<file path="src/rtl/instr_encoder_pkg.sv">
// Package enc_pkg: opcode, funct and ALU-operation constants shared by the
// instruction encoder, plus the result type of the combinational encoder.
package enc_pkg;

    // Opcode space
    localparam logic [5:0] OP_RTYPE = 6'h00;
    localparam logic [5:0] OP_IMM   = 6'h3F;

    // R-type funct codes
    localparam logic [5:0] F_SLL = 6'h00;
    localparam logic [5:0] F_SRL = 6'h02;
    localparam logic [5:0] F_ADD = 6'h20;
    localparam logic [5:0] F_SUB = 6'h22;
    localparam logic [5:0] F_OR  = 6'h25;

    // Requested ALU operation codes
    localparam logic [3:0] ALU_ANDI = 4'h0;
    localparam logic [3:0] ALU_OR   = 4'h1;
    localparam logic [3:0] ALU_ADD  = 4'h2;
    localparam logic [3:0] ALU_SUB  = 4'h6;
    localparam logic [3:0] ALU_SLL  = 4'h9;
    localparam logic [3:0] ALU_SRL  = 4'hA;

    // Encoder result: legality flag plus the encoded word
    typedef struct packed {
        logic        legal;
        logic [31:0] word;
    } enc_result_t;

endpackage

</file>
<file path="src/rtl/instr_encoder_if.sv">
// Interface instr_encoder_if: request side, issue side and status signals of
// the instruction encoder.
//   slave  modport : encoder view (requests in, words/status out)
//   master modport : producer/consumer view
interface instr_encoder_if #(
    parameter int DEPTH = 4,
    parameter int CNT_W = 16
) ();
    localparam int LVL_W = $clog2(DEPTH + 1);

    logic             in_valid;
    logic             in_ready;
    logic [3:0]       in_alu_op;
    logic             in_imm_sel;
    logic [4:0]       in_rs;
    logic [4:0]       in_rt;
    logic [4:0]       in_rd;
    logic [4:0]       in_shamt;
    logic [15:0]      in_imm;
    logic             out_valid;
    logic             out_ready;
    logic [31:0]      out_instr;
    logic             err_illegal;
    logic [LVL_W-1:0] level;
    logic [CNT_W-1:0] issued_cnt;

    modport slave (
        input  in_valid, in_alu_op, in_imm_sel, in_rs, in_rt, in_rd, in_shamt,
               in_imm, out_ready,
        output in_ready, out_valid, out_instr, err_illegal, level, issued_cnt
    );

    modport master (
        output in_valid, in_alu_op, in_imm_sel, in_rs, in_rt, in_rd, in_shamt,
               in_imm, out_ready,
        input  in_ready, out_valid, out_instr, err_illegal, level, issued_cnt
    );
endinterface

</file>
<file path="src/rtl/instr_encoder_fifo.sv">
// instr_fifo: synchronous FIFO with asynchronous active-high reset.
// DEPTH must be a power of two (pointers wrap naturally).
// Ports:
//   clk, rst      clock, async reset
//   push_i        write wdata_i (caller guarantees !full_o)
//   wdata_i       write data
//   pop_i         drop the head entry (ignored when empty)
//   rdata_o       head entry, 0 when empty
//   full_o        FIFO full
//   empty_o       FIFO empty
//   level_o       occupancy
module instr_fifo #(
    parameter int DEPTH = 4,
    parameter int WIDTH = 32
) (
    input  logic                         clk,
    input  logic                         rst,
    input  logic                         push_i,
    input  logic [WIDTH-1:0]             wdata_i,
    input  logic                         pop_i,
    output logic [WIDTH-1:0]             rdata_o,
    output logic                         full_o,
    output logic                         empty_o,
    output logic [$clog2(DEPTH+1)-1:0]   level_o
);
    localparam int PTR_W = $clog2(DEPTH);
    localparam int LVL_W = $clog2(DEPTH + 1);

    logic [WIDTH-1:0] mem_q [DEPTH];
    logic [PTR_W-1:0] wr_ptr_q, wr_ptr_d;
    logic [PTR_W-1:0] rd_ptr_q, rd_ptr_d;
    logic [LVL_W-1:0] level_q, level_d;
    logic             push_ok_s;
    logic             pop_ok_s;

    assign full_o    = (level_q == LVL_W'(DEPTH));
    assign empty_o   = (level_q == {LVL_W{1'b0}});
    assign push_ok_s = push_i && !full_o;
    assign pop_ok_s  = pop_i && !empty_o;
    assign level_o   = level_q;
    // Head is gated so stale storage never leaks out after a reset
    assign rdata_o   = empty_o ? {WIDTH{1'b0}} : mem_q[rd_ptr_q];

    // Next-state pointers and occupancy
    always_comb begin
        wr_ptr_d = wr_ptr_q;
        rd_ptr_d = rd_ptr_q;
        level_d  = level_q;
        if (push_ok_s) begin
            wr_ptr_d = wr_ptr_q + PTR_W'(1);
        end else begin
            wr_ptr_d = wr_ptr_q;
        end
        if (pop_ok_s) begin
            rd_ptr_d = rd_ptr_q + PTR_W'(1);
        end else begin
            rd_ptr_d = rd_ptr_q;
        end
        case ({push_ok_s, pop_ok_s})
            2'b10:   level_d = level_q + LVL_W'(1);
            2'b01:   level_d = level_q - LVL_W'(1);
            default: level_d = level_q;
        endcase
    end

    // Pointer and occupancy registers
    always_ff @(posedge clk or posedge rst) begin
        if (rst) begin
            wr_ptr_q <= {PTR_W{1'b0}};
            rd_ptr_q <= {PTR_W{1'b0}};
            level_q  <= {LVL_W{1'b0}};
        end else begin
            wr_ptr_q <= wr_ptr_d;
            rd_ptr_q <= rd_ptr_d;
            level_q  <= level_d;
        end
    end

    // Storage write; contents need no reset because the head is gated by empty
    always_ff @(posedge clk) begin
        if (push_ok_s) begin
            mem_q[wr_ptr_q] <= wdata_i;
        end
    end

endmodule

</file>
<file path="src/rtl/instr_encoder.sv">
// instr_encoder: encodes decoded control requests into 32-bit instruction
// words, buffers them in instr_fifo, drops illegal requests with a one-cycle
// err_illegal pulse, and counts issued words.
// Ports:
//   clk, rst   single clock, asynchronous active-high reset
//   bus        instr_encoder_if.slave: request handshake and fields, issue
//              handshake and word, err_illegal, level, issued_cnt
module instr_encoder
    import enc_pkg::*;
#(
    parameter int DEPTH = 4,
    parameter int CNT_W = 16
) (
    input  logic               clk,
    input  logic               rst,
    instr_encoder_if.slave     bus
);
    localparam int LVL_W = $clog2(DEPTH + 1);

    enc_result_t      enc_s;
    logic             accept_s;
    logic             push_s;
    logic             pop_s;
    logic             full_s;
    logic             empty_s;
    logic [31:0]      head_s;
    logic [LVL_W-1:0] level_s;
    logic             err_q, err_d;
    logic [CNT_W-1:0] cnt_q, cnt_d;

    // Combinational encoder; anything not listed is illegal
    always_comb begin
        enc_s.legal = 1'b0;
        enc_s.word  = 32'h0000_0000;
        if (bus.in_imm_sel) begin
            if (bus.in_alu_op == ALU_ANDI) begin
                enc_s.legal = 1'b1;
                enc_s.word  = {OP_IMM, bus.in_rs, bus.in_rt, bus.in_imm};
            end else begin
                enc_s.legal = 1'b0;
            end
        end else begin
            case (bus.in_alu_op)
                ALU_ADD: begin
                    enc_s.legal = 1'b1;
                    enc_s.word  = {OP_RTYPE, bus.in_rs, bus.in_rt, bus.in_rd, 5'd0, F_ADD};
                end
                ALU_SUB: begin
                    enc_s.legal = 1'b1;
                    enc_s.word  = {OP_RTYPE, bus.in_rs, bus.in_rt, bus.in_rd, 5'd0, F_SUB};
                end
                ALU_OR: begin
                    enc_s.legal = 1'b1;
                    enc_s.word  = {OP_RTYPE, bus.in_rs, bus.in_rt, bus.in_rd, 5'd0, F_OR};
                end
                // Shifts take their operand from rt; rs is not part of the encoding
                ALU_SLL: begin
                    enc_s.legal = 1'b1;
                    enc_s.word  = {OP_RTYPE, 5'd0, bus.in_rt, bus.in_rd, bus.in_shamt, F_SLL};
                end
                ALU_SRL: begin
                    enc_s.legal = 1'b1;
                    enc_s.word  = {OP_RTYPE, 5'd0, bus.in_rt, bus.in_rd, bus.in_shamt, F_SRL};
                end
                default: begin
                    enc_s.legal = 1'b0;
                end
            endcase
        end
    end

    // in_ready depends only on registered occupancy, so a same-cycle pop
    // never lets a push through a full FIFO
    assign accept_s = bus.in_valid && !full_s;
    assign push_s   = accept_s && enc_s.legal;
    assign pop_s    = !empty_s && bus.out_ready;

    instr_fifo #(
        .DEPTH (DEPTH),
        .WIDTH (32)
    ) u_fifo (
        .clk     (clk),
        .rst     (rst),
        .push_i  (push_s),
        .wdata_i (enc_s.word),
        .pop_i   (pop_s),
        .rdata_o (head_s),
        .full_o  (full_s),
        .empty_o (empty_s),
        .level_o (level_s)
    );

    // Next-state for the illegal pulse and issue counter
    always_comb begin
        err_d = accept_s && !enc_s.legal;
        cnt_d = cnt_q;
        if (pop_s) begin
            cnt_d = cnt_q + CNT_W'(1);
        end else begin
            cnt_d = cnt_q;
        end
    end

    // Illegal-pulse and issue-counter registers
    always_ff @(posedge clk or posedge rst) begin
        if (rst) begin
            err_q <= 1'b0;
            cnt_q <= {CNT_W{1'b0}};
        end else begin
            err_q <= err_d;
            cnt_q <= cnt_d;
        end
    end

    assign bus.in_ready    = !full_s;
    assign bus.out_valid   = !empty_s;
    assign bus.out_instr   = head_s;
    assign bus.err_illegal = err_q;
    assign bus.level       = level_s;
    assign bus.issued_cnt  = cnt_q;

endmodule

</file>
<file path="src/flat_wrapper.sv">
// flat-port wrapper written by rule: the top's interface ports become plain ports
module instr_encoder_flat import enc_pkg::*;
#(
    parameter int DEPTH = 4,
    parameter int CNT_W = 16
)
  (clk, rst, bus_in_valid, bus_in_alu_op, bus_in_imm_sel, bus_in_rs, bus_in_rt, bus_in_rd, bus_in_shamt, bus_in_imm, bus_out_ready, bus_in_ready, bus_out_valid, bus_out_instr, bus_err_illegal, bus_level, bus_issued_cnt);
  instr_encoder_if #(.DEPTH(DEPTH), .CNT_W(CNT_W)) bus_i ();
  input  logic clk;
  input  logic rst;
  input wire logic [$bits(bus_i.in_valid)-1:0] bus_in_valid;
  input wire logic [$bits(bus_i.in_alu_op)-1:0] bus_in_alu_op;
  input wire logic [$bits(bus_i.in_imm_sel)-1:0] bus_in_imm_sel;
  input wire logic [$bits(bus_i.in_rs)-1:0] bus_in_rs;
  input wire logic [$bits(bus_i.in_rt)-1:0] bus_in_rt;
  input wire logic [$bits(bus_i.in_rd)-1:0] bus_in_rd;
  input wire logic [$bits(bus_i.in_shamt)-1:0] bus_in_shamt;
  input wire logic [$bits(bus_i.in_imm)-1:0] bus_in_imm;
  input wire logic [$bits(bus_i.out_ready)-1:0] bus_out_ready;
  output wire logic [$bits(bus_i.in_ready)-1:0] bus_in_ready;
  output wire logic [$bits(bus_i.out_valid)-1:0] bus_out_valid;
  output wire logic [$bits(bus_i.out_instr)-1:0] bus_out_instr;
  output wire logic [$bits(bus_i.err_illegal)-1:0] bus_err_illegal;
  output wire logic [$bits(bus_i.level)-1:0] bus_level;
  output wire logic [$bits(bus_i.issued_cnt)-1:0] bus_issued_cnt;
  assign bus_i.in_valid = bus_in_valid;
  assign bus_i.in_alu_op = bus_in_alu_op;
  assign bus_i.in_imm_sel = bus_in_imm_sel;
  assign bus_i.in_rs = bus_in_rs;
  assign bus_i.in_rt = bus_in_rt;
  assign bus_i.in_rd = bus_in_rd;
  assign bus_i.in_shamt = bus_in_shamt;
  assign bus_i.in_imm = bus_in_imm;
  assign bus_i.out_ready = bus_out_ready;
  assign bus_in_ready = bus_i.in_ready;
  assign bus_out_valid = bus_i.out_valid;
  assign bus_out_instr = bus_i.out_instr;
  assign bus_err_illegal = bus_i.err_illegal;
  assign bus_level = bus_i.level;
  assign bus_issued_cnt = bus_i.issued_cnt;
  instr_encoder #(.DEPTH(DEPTH), .CNT_W(CNT_W)) u_core (.clk(clk), .rst(rst), .bus(bus_i));
endmodule
</file>
<file path="config.mk">
export PLATFORM = sky130hd
export DESIGN_NAME = instr_encoder_flat
export DESIGN_NICKNAME = d
export VERILOG_FILES = /design/src/rtl/instr_encoder_pkg.sv /design/src/rtl/instr_encoder_if.sv /design/src/rtl/instr_encoder_fifo.sv /design/src/rtl/instr_encoder.sv /design/src/flat_wrapper.sv
export SDC_FILE = /design/constraint.sdc
export NUM_CORES = 1
export LEC_CHECK = 0
export CORE_AREA = 5 5 110 190
export DETAILED_ROUTE_END_ITERATION = 6
export DIE_AREA = 0 0 115 195
export HOLD_SLACK_MARGIN = 0.15
export PLACE_DENSITY_LB_ADDON = 0.2
export SLEW_MARGIN = 10
export SYNTH_ARGS = -nofsm -noshare
export SYNTH_HDL_FRONTEND = slang
export SYNTH_SLANG_ARGS = --single-unit
</file>
<file path="constraint.sdc">
create_clock -name clk -period 2.5 [get_ports clk]
set_input_delay 0.625 -clock clk [delete_from_list [all_inputs] [get_ports clk]]
set_output_delay 0.625 -clock clk [all_outputs]
set_load 0.01 [all_outputs]
</file>
Yosys cells after proc, flatten, opt, wreduce, memory -nomap -nowiden. Memory sizes are Yosys's and may differ from the RTL's. Cells that the tools add are included.

Reduce and logical (&&, ||, !) cells: 13. Eq/ne operators: 8. Add/sub/neg operators: 5. Mux-type cells: 9.

Operators by type and width (number): 26-bit case mux with 5 select lines (1); 32-bit 2-to-1 mux (2); 33-bit 2-to-1 mux (1); 16-bit by 1-bit adder with 16-bit output, second input constant (1); 4-bit == test, second input constant (2); 1-bit logical AND (6); 3-bit case mux with 2 select lines (1); 5-bit OR reduction (1); 2-bit by 1-bit adder with 2-bit output, second input constant (2); 4-bit by 1-bit == test with 1-bit output, second input constant (1); 4-bit by 2-bit == test with 1-bit output, second input constant (1); 4-bit by 3-bit == test with 1-bit output, second input constant (1); 4-bit zero test (1); 1-bit 2-to-1 mux (4); 3-bit by 1-bit adder with 3-bit output, second input constant (1); 3-bit == test, second input constant (1); 1-bit zero test (3); 3-bit zero test (1); 3-bit by 1-bit subtractor with 3-bit output, second input constant (1); 2-bit by 1-bit == test with 1-bit output, second input constant (1); 2-bit == test, second input constant (1); 2-bit nonzero test (1).

Output and inout bits: 54. Memories: 1. Input bits: 45. RAM bits: 128. Word-level logic and storage cells: 41. Register bits: 24.

Memory list: u_core.u_fifo.mem_q (words 4, bits a word 32, read ports 1, clocked after Yosys merged registers in 0, wr ports 1, line instr_encoder_fifo.sv:29) `logic [WIDTH-1:0] mem_q [DEPTH];`.

Logic depth before layout (Yosys ltp). Gate-level depths: netlist of run 1.

Word-level depth: 8. Depth in mapped cells: 11. Depth with buffers taken out: 10.

Hierarchy. From an unflattened synthesis of run 1, not the netlist that was laid out.

Cell total of the unflattened synthesis: 358. Area, all modules: 6468.7 µm².

Modules (own cells, without submodules): instr_fifo (seq. area each 4018.9 µm², times used 1, area each 5295.1 µm², cells an instance 242); instr_encoder (seq. area each 425.4 µm², times used 1, area each 1173.6 µm², cells an instance 116).

Least setup slack after synthesis of run 1. No wires, ideal clock.

Path kind: input -> register. From: in bus_in_alu_op[2]. To: mem u_core.u_fifo.mem_q[1][0] (enable). Library setup time: 386 ps. Arrival time: 2514 ps. Buffers on the path: 1. Cell stages on the path: 5. Required time: 2114 ps. Setup slack: -401 ps. Path through: buf_2 > or4b_4 > and2_4 > a211oi_4 > and2_1.

Cells in the longest elaborated chain, start to end: 8. Elaborated cells on any way between the ends: 14. Those cells by class: eq/ne: 5; mux: 5; reduce/logical: 4.

RTL lines: start: declaration (line flat_wrapper.sv:12) `input wire logic [$bits(bus_i.in_alu_op)-1:0] bus_in_alu_op;`; 4-bit by 2-bit == test with 1-bit output, or another cell as far along (line instr_encoder.sv:43) `case (bus.in_alu_op)`; 5-bit OR reduction (no line); 1-bit 2-to-1 mux (line instr_encoder.sv:43); 33-bit 2-to-1 mux * (line instr_encoder.sv:35) `if (bus.in_imm_sel) begin`; 1-bit logical AND * (line instr_encoder.sv:75) `assign push_s = accept_s && enc_s.legal;`; 1-bit logical AND * (line instr_encoder_fifo.sv:38) `assign push_ok_s = push_i && !full_o;`; 1-bit 2-to-1 mux * (line instr_encoder_fifo.sv:81) `if (push_ok_s) begin`; 1-bit 2-to-1 mux (implied by the code) * (line instr_encoder_fifo.sv:82) `mem_q[wr_ptr_q] <= wdata_i;`; end: declaration (line instr_encoder_fifo.sv:29).

Every way passes the cells marked *; elsewhere a longest branch is shown, timed or not.

Worst setup path in the final report of run 1.
From: reg u_core.u_fifo.rd_ptr_q[0]. To: out bus_out_instr[1].

Cells in the longest elaborated chain, start to end: 2.

RTL lines: start: declaration (line instr_encoder_fifo.sv:31) `logic [PTR_W-1:0] rd_ptr_q, rd_ptr_d;`; start signal: assignment (line instr_encoder_fifo.sv:70) `rd_ptr_q <= {PTR_W{1'b0}};`; start signal: assignment (line instr_encoder_fifo.sv:74) `rd_ptr_q <= rd_ptr_d;`; memory 4 x 32 bit; 32-bit 2-to-1 mux (line instr_encoder_fifo.sv:42) `assign rdata_o = empty_o ? {WIDTH{1'b0}} : mem_q[rd_ptr_q];`; end: declaration (line flat_wrapper.sv:22) `output wire logic [$bits(bus_i.out_instr)-1:0] bus_out_instr;`.

No other way between the ends.

==> reports/metrics.yaml, run 1 <==
power_and_ir_drop:
  peakVddDrop_v: 0.000458
  powerDensity_nw_per_um2: 1010
  power.leakage_nw: 3.01
worst_setup_path:
  reg2reg_from: "u_core.u_fifo.level_o[0]"
  critPathArrivalTime_ps: 1940
  r2r.worst_path.cells: 10
  rrSetupSlack_ps: 180
  end_kind: "primary output"
  startpoint_type: "register"
  worstPathRequired_ps: 1880
  r2r-end: "u_core.u_fifo.level_o[2]"
  crit_fanout: 5
  critPathKind: "register to primary output"
sta:
  rsz0062_at_grt: "yes"
  setup_viol: 7
  setup_slack_ps: -64.6
  finalCritPeriodShare_pct: 103
  fin_skew_ps: 7.51
  max_freq_mhz: 390
  min_period_ps: 2560
  relSlewSlack_pct: 64.9
  finalHoldViolations: 0
  final_max_slew_viol_count: 0
  worst_pin_slew_ps: 526
global_routing:
  grt_first_pass_wirelength_mm: 21.3
  grt_pass1_vias: 3805
  gr-total-overflow: 0
  antenna_found_initial: 0
  grt_max_degree: 23
  grt_usage_pct: 12.7
finish:
  nNetsFinal: 536
  post-route-util_pct: 41.7
  multi_input_area_um2: 1740
  layout-drive-gt1-share_pct: 35.2
  area_delta_synth_final_pct: 41.6
  stdcell_count: 738
  design_area_um2: 7980
  num_antenna_cells: 0
  fill_cells: 1780
  layout.area.seq_um2: 3850
logic_synthesis:
  post-synth-top-count-cell: "edfxtp_1"
  synth-edff-count: 108
  synth_fp_nets: 384
  synth_cell_type_count: 43
  synth.cell_area_um2: 5630
  yosysWarnings: 0
  ys.flop_type: "edfxtp_1"
  async_flop_share_pct: 18.2
  synth_cells: 332
  ys_top_cells_by_count: "edfxtp_1, nor2b_1, mux4_2"
  avgSynthCellArea_um2: 17.0
  ys_seq_area_share_pct: 68.2
  ys_ff_latch: 132
  synth.area.top_cells: "edfxtp_1, mux4_2, dfrtp_1, nor2b_1, xnor2_1"
  synth_top_area_share_pct: 57.6
  synth.largest_area_cell: "edfxtp_1"
die:
  die-area_um2: 22400
  die_y_um: 195
  fp.dieW_um: 115
  start_util_pct: 29.5
  rows: 67
  core_area_um2: 19100
  io_pins: 99
route:
  ant_nets: 0
  routed_via_density: 4.55
  vias: 3355
  drt_wl_total_mm: 13.6
  drc_errors: 0
  firstDrtPassIters: 6
  avgRoutedWirePerCell_um: 18.4
  dr.first_iter.drc_count: 117
clock_tree:
  h-tree-depth: 4
  clkTransAtPathRegs_ps: 60
  cts_sinks: 132
  cts_tree: "built"
  cts_buffers: 17
  ctsRootBufferMaster: "clkbuf_16"
  hold_buffers: 0
  cts.path.max_buffers: 2
  clk_latency_ps: 410
run:
  maxCapViolations: 0
worst_hold_path:
  hold_path.class: "register to register"
  hp-start: "u_core.bus.issued_cnt[15]"
  min_to: "u_core.bus.issued_cnt[15]"
  hold_path_depth: 1
placed_design:
  dpl_cell_area_um2: 7280
  gp_congestion: 0.787
  io_buffers: 98
  post-dp-hpwl_mm: 9.59
  place_inst: 696
run_status:
  failed_checks: "negative setup slack"
  outcome: "finished, violations left"
[layout make-up]
| cell class | count | share of cell area, % |
|---|---|---|
| sequential | 132 | 48.2 |
| tap | 241 | 3.78 |
| multi-input combinational | 173 | 21.8 |
| clock buffer | 17 | 5.33 |
| timing repair buffer | 152 | 18.7 |
| inverter | 8 | 0.376 |
| clock inverter | 15 | 1.80 |
[registers in the layout, indices dropped and copies added (netlist names)]
signal,flops
u_core.bus.issued_cnt,16
u_core.bus.err_illegal,1
u_core.u_fifo.rd_ptr_q,2
u_core.u_fifo.mem_q,108
u_core.u_fifo.level_o,3
u_core.u_fifo.wr_ptr_q,2
[metrics by stage]
stage	setup WS (ps)	hold slack, ps	setup TNS [ps]	total power, mW
floorplan	-201	507	-15450	4.17
global placement	-506	467	-52110	5.56
detailed placement	-630	467	-66460	5.60
CTS	-106	482	-665	8.07
global route	-127	497	-1610	8.48
finish	-64.6	475	-257	8.03
[placed cells by master (no fill, tap or decap), drive strengths merged, types with 13 or more instances in the layout]
cell | synthesis | final
edfxtp | 108 | 108
buf | 13 | 85
clkdlybuf4s50 | 0 | 60
nor2b | 30 | 30
mux4 | 27 | 27
dfrtp | 24 | 24
clkbuf | 6 | 19
and2 | 17 | 17
inv | 8 | 15
xnor2 | 13 | 13
[critical path: stages, from the launching register on]
cell     delay (ps)
dfrtp_2         430
buf_12          150
buf_12          130
buf_6           110
mux4_2          450
nor2b_4         150
buf_6           110
[where the power goes]
group          total (mW)  switching, mW  internal [mW]  leakage [nW]
Sequential           2.72          0.159           2.56          1.32
Combinational        2.97           1.27           1.70          1.41
Clock                2.35          0.959           1.39         0.270
Total                8.03           2.38           5.65          3.01
[logic make-up after synthesis]
family / Yosys count / share of synthesized area (%)
flops: 132 / 68.2
simple gates: 92 / 9.75
compound gates: 21 / 2.93
mux: 30 / 11.4
xor+xnor: 23 / 3.58
buf+inv: 27 / 2.38
fa+ha+maj: 7 / 1.69
[how the worst max path moves through the flow]
stage | startpoint | end | slack [ps]
detailed placement | bus_in_alu_op[1] | u_core.u_fifo.level_o[2] | -630
global placement | bus_in_alu_op[1] | u_core.u_fifo.level_o[2] | -510
global route | u_core.u_fifo.rd_ptr_q[0] | bus_out_instr[1] | -130
finish | u_core.u_fifo.rd_ptr_q[0] | bus_out_instr[1] | -60
floorplan | bus_in_alu_op[1] | u_core.u_fifo.level_o[2] | -200
CTS | u_core.u_fifo.rd_ptr_q[0] | bus_out_instr[1] | -110
[metal layers]
layer  vias to the layer above  global-route usage (%)  share of wire [%]  wire length (um)
met1                      1702                    12.9                 36              4840
met3                        11                    3.96                5.2               704
met5                         -                       0                  0                 0
met4                         0                    4.53                1.9               256
met2                        82                    23.9                 57              7760
li1                       1560                       -                  -                 -
[timing repair]
action | 4_1_cts | 5_1_grt
gates resized for setup | 140 | 33
pin swaps | 5 | 9
setup endpoints to repair | 143 | 33
cloned | 2 | 0
setup buffers | 8 | 2
hold endpoints to repair | 0 | 0
(Power assumes the default switching activity.)
==> run 2: changes to the inputs <==
CORE_AREA = 5 5 84 145   (was 5 5 110 190)
DIE_AREA = 0 0 89 150   (was 0 0 115 195)
==> run 2 against run 1 <==
Effect of this change: the flow still finishes with violations (negative setup slack); critical path type unchanged; combinational power down 3%; die area down 40%; clock power up 4%; critical endpoint is now bus_out_instr[24]; final cell count down 15%; count of clock-buffer cells in the layout up 2; global-route usage up 8.0 points; sequential power about the same; hold slack better by 5.8 ps; sequential share of layout area up 0.94 points; wire length down 5.7%; clock skew up 0.91 ps.
==> reports/metrics.yaml, run 2 (synthesis results as in run 1) <==
run_status:
  outcome: "finished, violations left"
  failed_checks: "negative setup slack"
worst_setup_path:
  r2r.worst_path.cells: 10  # unchanged
  crit_fanout: 6  # +1
  worstPathRequired_ps: 1880  # about the same
  startpoint_type: "register"
  critPathKind: "register to primary output"
  critPathArrivalTime_ps: 1930  # about the same
  end_kind: "primary output"
finish:
  area_delta_synth_final_pct: 38.9
  final_cell_mix: "edfxtp_1, clkdlybuf4s50_1, buf_4"
  num_antenna_cells: 0  # unchanged
  fill_cells: 690  # -61%
  multi_input_area_um2: 1740  # +0.22%
  layout-drive-gt1-share_pct: 33.1  # -2.1 points
  design_area_um2: 7820  # -1.9%
  largest_register_ffs: 108  # unchanged
  layout.area.seq_um2: 3850  # unchanged
  top_register: "u_core.u_fifo.mem_q"
  layout_commonest_cell: "edfxtp_1"
  nNetsFinal: 531  # -0.93%
die:
  die_y_um: 150  # -23%
  start_util_pct: 51.6  # +22 points
  core_area_um2: 10900  # -43%
  fp.dieW_um: 89  # -23%
  rows: 51  # -24%
  io_pins: 99  # unchanged
  die-area_um2: 13400  # -40%
power_and_ir_drop:
  internal-power_mw: 5.77  # +2.2%
  comb_power_share_pct: 35.7  # -1.3 points
  switching_power_mw: 2.29  # -4.1%
  peakVddDrop_v: 0.000713  # +56%
  power.leakage_nw: 2.99  # -0.38%
  powerDensity_nw_per_um2: 1030  # +2.3%
  power_frac_seq_pct: 33.9  # about the same
  clock_power_share_pct: 30.4  # +1.2 points
  swShare_pct: 28.4  # -1.3 points
global_routing:
  grt_max_degree: 25  # +8.7%
  antenna_found_initial: 0  # unchanged
  grt_first_pass_wirelength_mm: 19.8  # -7.1%
  grt_usage_pct: 20.8  # +8.0 points
  grt_pass1_vias: 3757  # -1.3%
  gr-total-overflow: 0  # unchanged
sta:
  tns_ps: -232  # +25.7 ps
  setup_slack_ps: -52.3  # +12.3 ps
  finalHoldViolations: 0  # unchanged
  finalCritPeriodShare_pct: 102  # -0.49 points
  rsz0062_at_grt: "yes"
  max_freq_mhz: 392  # +0.48%
  worst_pin_slew_ps: 667  # +142 ps
  final_max_slew_viol_count: 0  # unchanged
  setup_viol: 13  # +6
  relSlewSlack_pct: 55.5  # -9.4 points
  fin_skew_ps: 8.41  # +0.906 ps
  min_period_ps: 2550  # -12.3 ps
clock_tree:
  cts_sinks: 132  # unchanged
  clk_latency_ps: 410  # about the same
  hold_buffers: 0  # unchanged
  cts_buffers: 17  # unchanged
  h-tree-depth: 4  # unchanged
  clkTransAtPathRegs_ps: 60  # about the same
  cts_tree: "built"
  cts.path.max_buffers: 2  # unchanged
  ctsRootBufferMaster: "clkbuf_16"
worst_hold_path:
  hold_path_depth: 1  # unchanged
  hold_path.class: "register to register"
placed_design:
  gp_congestion: 0.756  # -3.8%
  io_buffers: 98  # unchanged
  post-dp-hpwl_mm: 8.27  # -14%
  dpl_cell_area_um2: 7090  # -2.6%
route:
  avgRoutedWirePerCell_um: 20.5  # +12%
  drt_wl_total_mm: 12.8  # -5.7%
  routed_via_density: 5.45  # +20%
  ant_nets: 0  # unchanged
  drc_errors: 0  # unchanged
  dr.first_iter.drc_count: 121  # +3.4%
  firstDrtPassIters: 4  # -2
  vias: 3400  # +1.3%
run:
  maxCapViolations: 0  # unchanged
## run 2: layout make-up
type                            instances  area share, %
Inverter                                8          0.384
Tap cell                              132           2.11
Multi-Input combinational cell        173           22.2
Sequential cell                       132           49.2
Clock inverter                         13           2.03
Clock buffer                           19           5.53
Timing Repair Buffer                  147           18.5
## run 2: per-stage QoR
step	hold slack (ps)	total power [mW]	utilization (%)	worst slack, ps	instances
after global placement	469	5.45	65.0	-481	578
after detailed placement	465	5.50	65.0	-511	578
after global routing	516	8.47	71.7	-98.6	624
after floorplan	507	4.17	-	-201	332
final	481	8.06	71.7	-52.3	624
after CTS	479	7.95	70.6	-46.0	618
## run 2: worst max-delay path: stages (launching register included)
cell	delay, ps
dfrtp_2	440
buf_12	150
buf_12	130
mux4_2	520
nor2b_1	150
buf_2	130
## run 2: final timing paths
path                                             endpoint  slack, ps                       from
min in group asynchronous        u_core.bus.issued_cnt[0]        570                        rst
worst min-delay path            u_core.bus.issued_cnt[15]        480  u_core.bus.issued_cnt[15]
worst max register to register   u_core.u_fifo.level_o[2]        200   u_core.u_fifo.level_o[0]
worst max-delay path                    bus_out_instr[24]        -50  u_core.u_fifo.rd_ptr_q[0]
worst min register to register  u_core.bus.issued_cnt[15]        480  u_core.bus.issued_cnt[15]
max in group asynchronous        u_core.u_fifo.level_o[2]       1660                        rst
## run 2: timing repair
action,in CTS,in global routing
pin swaps,3,3
resized for setup,139,18
endpoints found under the setup margin,36,29
cloned,2,0
setup buffers,6,6
## run 2: per-layer routing
metal	wire length, um	GRT usage [%]	vias up
met4	258	8.94	0
met3	765	5.73	12
met2	7080	36.2	127
met1	4690	23.4	1712
met5	0	0	-
li1	-	-	1549
## run 2: power by group through the flow
| stage | combinational (mW) | clock (mW) | sequential, mW |
|---|---|---|---|
| floorplan | 1.44 | 0 | 2.73 |
| global placement | 2.69 | 0 | 2.76 |
| detailed placement | 2.74 | 0 | 2.76 |
| CTS | 2.75 | 2.47 | 2.73 |
| global route | 3.10 | 2.61 | 2.76 |
| finish | 2.88 | 2.45 | 2.74 |
